File: config.mk
export PLATFORM = sky130hd
export DESIGN_NAME = bless_ni_flat
export DESIGN_NICKNAME = d
export VERILOG_FILES = /design/src/rtl/bless_ni_pkg.sv /design/src/rtl/bless_ni_if.sv /design/src/rtl/bless_ni_fifo.sv /design/src/rtl/bless_ni.sv /design/src/flat_wrapper.sv
export SDC_FILE = /design/constraint.sdc
export NUM_CORES = 1
export LEC_CHECK = 0
export CORE_MARGIN = 2
export CORE_UTILIZATION = 65
export DETAILED_ROUTE_END_ITERATION = 6
export DONT_BUFFER_PORTS = 1
export HOLD_SLACK_MARGIN = 0.1
export PLACE_DENSITY_LB_ADDON = 0.3
export SYNTH_ARGS = -nofsm -noshare
export SYNTH_HDL_FRONTEND = slang
export SYNTH_SLANG_ARGS = --single-unit
File: constraint.sdc
create_clock -name clk -period 9.9 [get_ports clk]
set_input_delay 0.99 -clock clk [delete_from_list [all_inputs] [get_ports clk]]
set_output_delay 0.99 -clock clk [all_outputs]
set_load 0.005 [all_outputs]
File: src/rtl/bless_ni_pkg.sv
// Shared widths, control-word field positions and the queued flit record
// for the node-side network interface of the bufferless router.
package bless_ni_pkg;

    localparam int CONTROL_W   = 28;
    localparam int DATA_W      = 128;
    localparam int DEST_W      = 8;
    localparam int AGE_W       = 16;

    localparam int CTL_VALID   = 27;
    localparam int CTL_DEST_HI = 23;
    localparam int CTL_DEST_LO = 16;
    localparam int CTL_AGE_HI  = 15;
    localparam int CTL_AGE_LO  = 0;

    typedef struct packed {
        logic [DEST_W-1:0] dest;
        logic [AGE_W-1:0]  age;
        logic [DATA_W-1:0] data;
    } flit_t;

    // Reserved bits [26:24] are always driven as zero.
    function automatic logic [CONTROL_W-1:0] make_ctl(input logic [DEST_W-1:0] dest,
                                                      input logic [AGE_W-1:0]  age);
        return {1'b1, 3'b000, dest, age};
    endfunction

endpackage

File: src/rtl/bless_ni_if.sv
// Node/router-facing signal bundle of bless_ni; master is the environment
// (node + router), slave is the network interface itself.
interface bless_ni_if;
    import bless_ni_pkg::*;

    logic                 in_valid;
    logic                 in_ready;
    logic [DEST_W-1:0]    in_dest;
    logic [DATA_W-1:0]    in_data;

    logic [CONTROL_W-1:0] inj_ci;
    logic [DATA_W-1:0]    inj_di;
    logic                 inj_ready;

    logic [CONTROL_W-1:0] ej_ci;
    logic [DATA_W-1:0]    ej_di;

    logic                 out_valid;
    logic [DEST_W-1:0]    out_dest;
    logic [AGE_W-1:0]     out_age;
    logic [DATA_W-1:0]    out_data;

    modport master (
        output in_valid, in_dest, in_data, inj_ready, ej_ci, ej_di,
        input  in_ready, inj_ci, inj_di, out_valid, out_dest, out_age, out_data
    );

    modport slave (
        input  in_valid, in_dest, in_data, inj_ready, ej_ci, ej_di,
        output in_ready, inj_ci, inj_di, out_valid, out_dest, out_age, out_data
    );

endinterface

File: src/rtl/bless_ni_fifo.sv
// Injection queue: DEPTH entries of {dest, age, data}. The caller gates
// push with !full and pop with !empty.
module bless_ni_fifo
    import bless_ni_pkg::*;
#(
    parameter int DEPTH = 4
) (
    input  logic                     clk,
    input  logic                     rst,
    input  logic                     push,
    input  flit_t                    wr_flit,
    input  logic                     pop,
    output flit_t                    rd_flit,
    output logic [$clog2(DEPTH):0]   count,
    output logic                     full,
    output logic                     empty
);

    localparam int PTR_W = $clog2(DEPTH);
    localparam int CNT_W = PTR_W + 1;

    flit_t            mem [DEPTH];
    logic [PTR_W-1:0] wr_ptr;
    logic [PTR_W-1:0] rd_ptr;

    always_ff @(posedge clk) begin
        if (push) begin
            mem[wr_ptr] <= wr_flit;
        end
    end

    // Pointers wrap naturally since DEPTH is a power of two.
    always_ff @(posedge clk) begin
        if (rst) begin
            wr_ptr <= '0;
            rd_ptr <= '0;
            count  <= '0;
        end else begin
            if (push) begin
                wr_ptr <= wr_ptr + PTR_W'(1);
            end
            if (pop) begin
                rd_ptr <= rd_ptr + PTR_W'(1);
            end
            case ({push, pop})
                2'b10:   count <= count + CNT_W'(1);
                2'b01:   count <= count - CNT_W'(1);
                default: count <= count;
            endcase
        end
    end

    assign rd_flit = mem[rd_ptr];
    assign full    = (count == CNT_W'(DEPTH));
    assign empty   = (count == '0);

endmodule

File: src/rtl/bless_ni.sv
// Network interface on router local port 4: age-stamped injection queue
// toward port4_ci/di and a two-stage ejection capture toward the node.
module bless_ni
    import bless_ni_pkg::*;
#(
    parameter int DEPTH = 4
) (
    input  logic        clk,
    input  logic        rst,
    bless_ni_if.slave   ni
);

    localparam int CNT_W = $clog2(DEPTH) + 1;

    logic [AGE_W-1:0]     age_ctr;
    flit_t                wr_flit;
    flit_t                head_flit;
    logic                 push;
    logic                 pop;
    logic                 full;
    logic                 empty;
    logic [CNT_W-1:0]     count;

    logic                 vld_p0;
    logic [CONTROL_W-1:0] ctl_p0;
    logic [DATA_W-1:0]    data_p0;
    logic [DATA_W-1:0]    data_p1;

    logic                 ej_vld_p0;
    logic [DEST_W-1:0]    ej_dest_p0;
    logic [AGE_W-1:0]     ej_age_p0;
    logic                 out_vld_p1;
    logic [DEST_W-1:0]    out_dest_p1;
    logic [AGE_W-1:0]     out_age_p1;
    logic [DATA_W-1:0]    out_data_p1;

    // Refusal at full holds even if a pop happens in the same cycle.
    assign ni.in_ready = (count != CNT_W'(DEPTH));
    assign push        = ni.in_valid && !full;
    assign pop         = ni.inj_ready && !empty;
    assign wr_flit     = '{dest: ni.in_dest, age: age_ctr, data: ni.in_data};

    bless_ni_fifo #(
        .DEPTH (DEPTH)
    ) u_fifo (
        .clk     (clk),
        .rst     (rst),
        .push    (push),
        .wr_flit (wr_flit),
        .pop     (pop),
        .rd_flit (head_flit),
        .count   (count),
        .full    (full),
        .empty   (empty)
    );

    always_ff @(posedge clk) begin
        if (rst) begin
            age_ctr <= '0;
        end else begin
            age_ctr <= age_ctr + AGE_W'(1);
        end
    end

    // Stage p0: control word out the cycle after the pop; p1: data beat one later.
    always_ff @(posedge clk) begin
        data_p0 <= head_flit.data;
        if (rst) begin
            vld_p0  <= 1'b0;
            ctl_p0  <= '0;
            data_p1 <= '0;
        end else begin
            vld_p0  <= pop;
            ctl_p0  <= pop ? make_ctl(head_flit.dest, head_flit.age) : '0;
            data_p1 <= vld_p0 ? data_p0 : '0;
        end
    end

    assign ni.inj_ci = ctl_p0;
    assign ni.inj_di = data_p1;

    // Stage p0: latch ejected header; p1: join with its data beat and present.
    always_ff @(posedge clk) begin
        ej_dest_p0 <= ni.ej_ci[CTL_DEST_HI:CTL_DEST_LO];
        ej_age_p0  <= ni.ej_ci[CTL_AGE_HI:CTL_AGE_LO];
        if (rst) begin
            ej_vld_p0   <= 1'b0;
            out_vld_p1  <= 1'b0;
            out_dest_p1 <= '0;
            out_age_p1  <= '0;
            out_data_p1 <= '0;
        end else begin
            ej_vld_p0  <= ni.ej_ci[CTL_VALID];
            out_vld_p1 <= ej_vld_p0;
            if (ej_vld_p0) begin
                out_dest_p1 <= ej_dest_p0;
                out_age_p1  <= ej_age_p0;
                out_data_p1 <= ni.ej_di;
            end
        end
    end

    assign ni.out_valid = out_vld_p1;
    assign ni.out_dest  = out_dest_p1;
    assign ni.out_age   = out_age_p1;
    assign ni.out_data  = out_data_p1;

endmodule

File: src/flat_wrapper.sv
// flat-port wrapper written by rule: the top's interface ports become plain ports
module bless_ni_flat import bless_ni_pkg::*;
#(
    parameter int DEPTH = 4
)
  (clk, rst, ni_in_valid, ni_in_dest, ni_in_data, ni_inj_ready, ni_ej_ci, ni_ej_di, ni_in_ready, ni_inj_ci, ni_inj_di, ni_out_valid, ni_out_dest, ni_out_age, ni_out_data);
  bless_ni_if ni_i ();
  input  logic clk;
  input  logic rst;
  input wire logic [$bits(ni_i.in_valid)-1:0] ni_in_valid;
  input wire logic [$bits(ni_i.in_dest)-1:0] ni_in_dest;
  input wire logic [$bits(ni_i.in_data)-1:0] ni_in_data;
  input wire logic [$bits(ni_i.inj_ready)-1:0] ni_inj_ready;
  input wire logic [$bits(ni_i.ej_ci)-1:0] ni_ej_ci;
  input wire logic [$bits(ni_i.ej_di)-1:0] ni_ej_di;
  output wire logic [$bits(ni_i.in_ready)-1:0] ni_in_ready;
  output wire logic [$bits(ni_i.inj_ci)-1:0] ni_inj_ci;
  output wire logic [$bits(ni_i.inj_di)-1:0] ni_inj_di;
  output wire logic [$bits(ni_i.out_valid)-1:0] ni_out_valid;
  output wire logic [$bits(ni_i.out_dest)-1:0] ni_out_dest;
  output wire logic [$bits(ni_i.out_age)-1:0] ni_out_age;
  output wire logic [$bits(ni_i.out_data)-1:0] ni_out_data;
  assign ni_i.in_valid = ni_in_valid;
  assign ni_i.in_dest = ni_in_dest;
  assign ni_i.in_data = ni_in_data;
  assign ni_i.inj_ready = ni_inj_ready;
  assign ni_i.ej_ci = ni_ej_ci;
  assign ni_i.ej_di = ni_ej_di;
  assign ni_in_ready = ni_i.in_ready;
  assign ni_inj_ci = ni_i.inj_ci;
  assign ni_inj_di = ni_i.inj_di;
  assign ni_out_valid = ni_i.out_valid;
  assign ni_out_dest = ni_i.out_dest;
  assign ni_out_age = ni_i.out_age;
  assign ni_out_data = ni_i.out_data;
  bless_ni #(.DEPTH(DEPTH)) u_core (.clk(clk), .rst(rst), .ni(ni_i));
endmodule
Word-level counts from Yosys, hierarchy flattened
Memories as Yosys holds them, arrays and structs flattened. A register that Yosys moved wholly into a read port is not among the register bits.
Cells that the tools add are included.
W data, S select, Z words.
{"block": "word_totals", "regBits": 486, "ramBits": 608, "input_bits": 296, "output_inout_bits": 310, "word_cells": 42, "n_memories": 1}
{"memory": "u_core.u_fifo.mem", "words": 4, "word_bits": 152, "read_ports": 1, "rd_ports_with_merged_regs": 1, "wr": 1, "line": "bless_ni_fifo.sv:22", "text": "flit_t mem [DEPTH];"}
{"block": "classes", "addsub": 5, "n_eq_ne": 4, "mux": 6, "bitwise": 2, "n_reduce_logical": 8}
{"operator": "$mux W28", "n": 1}
{"operator": "$add A16 B1 Y16 const B", "n": 1}
{"operator": "$pmux W3 S2", "n": 1}
{"operator": "$add A2 B1 Y2 const B", "n": 2}
{"operator": "$mux W2", "n": 2}
{"operator": "$reduce_or A2 Y1", "n": 2}
{"operator": "$add A3 B1 Y3 const B", "n": 1}
{"operator": "$eq A3 B3 Y1 const B", "n": 1}
{"operator": "$logic_not A3 Y1", "n": 1}
{"operator": "$ne A3 B3 Y1 const B", "n": 1}
{"operator": "$sub A3 B1 Y3 const B", "n": 1}
{"operator": "$eq A2 B1 Y1 const B", "n": 1}
{"operator": "$eq A2 B2 Y1 const B", "n": 1}
{"operator": "$logic_and A1 B1 Y1", "n": 2}
{"operator": "$logic_not A1 Y1", "n": 2}
{"operator": "$mux W1", "n": 2}
{"operator": "$not A1 Y1", "n": 2}
{"operator": "$reduce_bool A2 Y1", "n": 1}

Logic depth before layout (Yosys ltp)
{"block": "logic_depth", "depth_word": 5, "ltp_mapped": 9, "mapped_depth_nobuf": 9}

By module
A second synthesis with hierarchy kept.
{"block": "hier_totals", "cells_unflattened": 1898, "area_unflattened_um2": 35585.4}
{"module": "bless_ni_fifo", "instances": 1, "cells_each": 841, "area_per_inst_um2": 22338.9}
{"module": "bless_ni", "instances": 1, "cells_each": 1057, "area_per_inst_um2": 13246.5}

Least setup slack after synthesis
OpenSTA, ideal clock, no wires.
{"block": "synth_path", "path_type": "input -> register", "start": "input port ni_in_valid", "end": "memory u_core.u_fifo.mem[0][0] (netlist name) (enable)", "setup_time_ps": 531, "arrival_time_ps": 4510, "t_required_ps": 9369, "path_slack_ps": 4859, "path_stages": 1, "path_buffers": 0, "path_cell_list": "and3_1"}
{"block": "synth_via", "elab_chain_len": 3}
{"item": "from (decl)", "line": "flat_wrapper.sv:10", "text": "input wire logic [$bits(ni_i.in_valid)-1:0] ni_in_valid;"}
{"item": "$logic_and A1 B1 Y1", "line": "bless_ni.sv:39", "text": "assign push = ni.in_valid && !full;"}
{"item": "$mux W1", "line": "bless_ni_fifo.sv:27", "text": "if (push) begin"}
{"item": "$mux W1 (not written as such)", "line": "bless_ni_fifo.sv:28", "text": "mem[wr_ptr] <= wr_flit;"}
{"item": "to (decl)", "line": "bless_ni_fifo.sv:22"}
Every way passes these cells.

Worst setup path in the final report
{"block": "layout_path", "start": "register u_core.u_fifo.count[2]", "end": "memory u_core.u_fifo.mem[2][59] (netlist name) (enable)"}
{"block": "layout_via", "elab_chain_len": 5}
{"item": "from (decl)", "line": "bless_ni_fifo.sv:14", "text": "output logic [$clog2(DEPTH):0] count,"}
{"item": "from (signal assigned)", "line": "bless_ni_fifo.sv:46", "text": "2'b10: count <= count + CNT_W'(1);"}
{"item": "from (signal assigned)", "line": "bless_ni_fifo.sv:47", "text": "2'b01: count <= count - CNT_W'(1);"}
{"item": "from (signal assigned)", "line": "bless_ni_fifo.sv:48", "text": "default: count <= count;"}
{"item": "$eq A3 B3 Y1", "line": "bless_ni_fifo.sv:54", "text": "assign full = (count == CNT_W'(DEPTH));"}
{"item": "$logic_not A1 Y1", "line": "bless_ni.sv:39"}
{"item": "$logic_and A1 B1 Y1", "line": "bless_ni.sv:39"}
{"item": "$mux W1", "line": "bless_ni_fifo.sv:27"}
{"item": "$mux W1 (not written as such)", "line": "bless_ni_fifo.sv:28"}
Every way passes these cells.

==> results.toml <==
[clocking]
cts_buffer_depth = 3
cts_max_level = 3
cts-root-buf = "clkbuf_16"
cts_buffers = 101
clk_pin_slew_worst_paths_ns = 0.06
ctsResizeCount = 0
cts_hold_buf = 0
postCtsSetupRepairBufs = 0
clock_latency_ns = 0.64
cts_tree = "yes"
cts_num_sinks = 1092

[critical_path]
crit_type = "reg -> reg"
r2r_cells = 4
rr_endpoint = "u_core.u_fifo.mem[2][59]"
endpoint_kind = "flop"
cp_max_fo = 53
cp_data_required_time_ns = 10.16
critPathLaunchType = "flop"
arrival_ns = 3.60
r2r-start = "u_core.u_fifo.count[2]"
rrSetupSlack_ns = 6.55

[route]
totalWireLength_um = 76000
drt_iter0_markers = 1144
drc = 0
vias_per_cell = 5.96
dr.pass1.iters = 5
wire_per_inst_um = 28.0
drt.antenna.violating_nets = 0
vias = 16200

[floorplanning]
row_count = 85
die_h_um = 238
dieArea_sq_um = 56700
start_util_pct = 65.9
core_area_sq_um = 54000
die_x_um = 238
pin_count = 606

[hold_path]
min-delay-start = "ni_ej_ci[7]"
min_path_type = "in -> reg"
min_path_cells = 0
whs_endpoint = "u_core.ej_age_p0[7]"

[timing]
min_period_over_period_pct = 33.8
timing.fmax_mhz = 299
skew_ns = 0.0240
period_needed_ns = 3.35
tightest_slew_ns = 1.06
hold_viol = 0
setup_tns_ns = 0
rsz0062_at_grt = "false"
maxSlewHeadroom_pct = 29.1
slew_viol_final = 0
setup_viol = 0
holdWs_ns = 0.377

[logic_synthesis]
synth.top_cell.area_share_pct = 51.3
async_flop_share_pct = 0
synth_cell_types = 37
ys_warn_count = 0
synth-edff-count = 608
syn_area_sq_um = 35600
ys_seq_area_share_pct = 78.5
synth-seq-cells = 1092
syn_inst = 1895
synthTopCellsByArea = "edfxtp_1 51%, dfxtp_1 27%, mux4_2 9.6%, mux2i_1 4.3%, and2_1 2.2%"
synth_top_area_cell = "edfxtp_1"
yosys_most_used_dff = "edfxtp_1"
synth.avg_cell_area_sq_um = 18.8

[power]
ir_drop_mv = 0.212
p_leak_nw = 13.6
power.density_nw_per_um2 = 268

[grt]
grt_pass1_wl_um = 109000
track_usage_pct = 26.6
gr-total-overflow = 0
antenna_found_initial = 3
grt_pass1_vias = 16300
grt_max_degree = 181

[finish]
fin_cells = 2709
multi_input_area_sq_um = 7140
finalNetCount = 2230
regArea_sq_um = 28000
stdcell_area_sq_um = 39500
drive_above_1_share_pct = 16.7
final_cell_mix = "608 x edfxtp_1, 481 x dfxtp_1, 172 x nor2_1"
antennaDiodeCount = 0
final.fill_count = 3153
syn2layout_area_growth_pct = 10.9
final_common_cell = "edfxtp_1"
finalCoreUtilization_pct = 73.1

[placed_design]
hpwl_um = 47300
routabilityCongestion = 0.834
place_area_sq_um = 36100
dp_cells = 2520
numPortBuffers = 0

[status]
status = "complete, no violations"

[run]
drv_cap = 0
-- final cells by class --
class                      count  share of cell area, %
inverter                      11                  0.105
clock buffer                 152                   7.43
clock inverter                37                   1.02
tap                          696                   2.21
sequential                  1092                   70.8
timing repair buffer          18                  0.342
multi-input combinational    703                   18.1
-- kinds of logic after synthesis --
family,count (synthesis),share of synthesized area (%)
AO/OA/AOI/OAI,11,0.172
XOR/XNOR,16,0.394
adder cells (fa/ha/maj),7,0.267
buffers and inverters,102,1.54
flip-flops,1092,78.5
multiplexers,304,13.9
other,1,0.0105
AND/OR/NAND/NOR,362,5.23
-- synth_stat cells, types with 3 or more instances --
cell type,n
clkbuf_1,31
mux2i_1,152
mux4_2,152
xnor2_1,11
edfxtp_1,608
xor2_1,5
nor4_2,3
nand3_1,5
o21ai_0,3
inv_1,10
ha_1,6
nand2_1,7
and2_1,128
nor2_1,172
nor2b_1,28
or3_1,3
and3_1,4
a21oi_1,6
dfxtp_1,484
buf_6,13
buf_4,5
nor3_1,4
buf_1,4
buf_2,38
-- worst max-delay path, cell delays in order, from the launching register on --
cell and delay (ns):
dfxtp_1 0.32, or3b_4 0.30, and3_4 0.71, buf_4 0.78
buf_4 0.74
-- report_power, final --
group	internal (mW)	switching [mW]	total [mW]
registers	5.41	0.261	5.67
clock network	2.24	1.60	3.84
logic	0.561	0.514	1.08
total	8.21	2.37	10.6
-- through the flow --
stage | power, mW | worst slack (ns)
2_1_floorplan | 6.61 | 4.86
3_3_place_gp | 6.80 | 6.07
3_5_place_dp | 6.84 | 6.11
4_1_cts | 10.7 | 6.46
5_1_grt | 11.0 | 6.35
6_report | 10.6 | 6.55
-- metal layers --
layer	GRT usage (%)	routed length, um	vias up
met5	0	23	-
met2	40.4	35500	678
met3	15.2	10800	119
met1	33.0	27600	8314
met4	7.63	2070	4
li1	-	-	7043
-- how the worst max path moves through the flow --
stage / from / end / slack [ns] / cells after the start
floorplan: ni_in_valid / u_core.u_fifo.mem[0][0] / 4.86 / 1
global placement: ni_in_valid / u_core.u_fifo.mem[2][70] / 6.07 / 3
CTS: u_core.u_fifo.count[2] / u_core.u_fifo.mem[2][70] / 6.46 / 4
finish: u_core.u_fifo.count[2] / u_core.u_fifo.mem[2][59] / 6.55 / 4
global route: u_core.u_fifo.count[0] / u_core.u_fifo.mem[2][70] / 6.35 / 4
detailed placement: ni_in_valid / u_core.u_fifo.mem[2][70] / 6.11 / 3
-- sequential cells by signal (all words and copies together), names as in the netlist, 3 cells and up, named ones only --
signal and cells:
u_core.ej_age_p0 16, u_core.ni.out_data 128, u_core.u_fifo.count 3, u_core.ni.out_dest 8
u_core.ni.inj_ci 24, u_core.ej_dest_p0 8, u_core.u_fifo.mem 608, u_core.ni.inj_di 128
u_core.ni.out_age 16, u_core.data_p0 128, u_core.age_ctr 16
No activity file was read; power rests on OpenSTA's default activity.
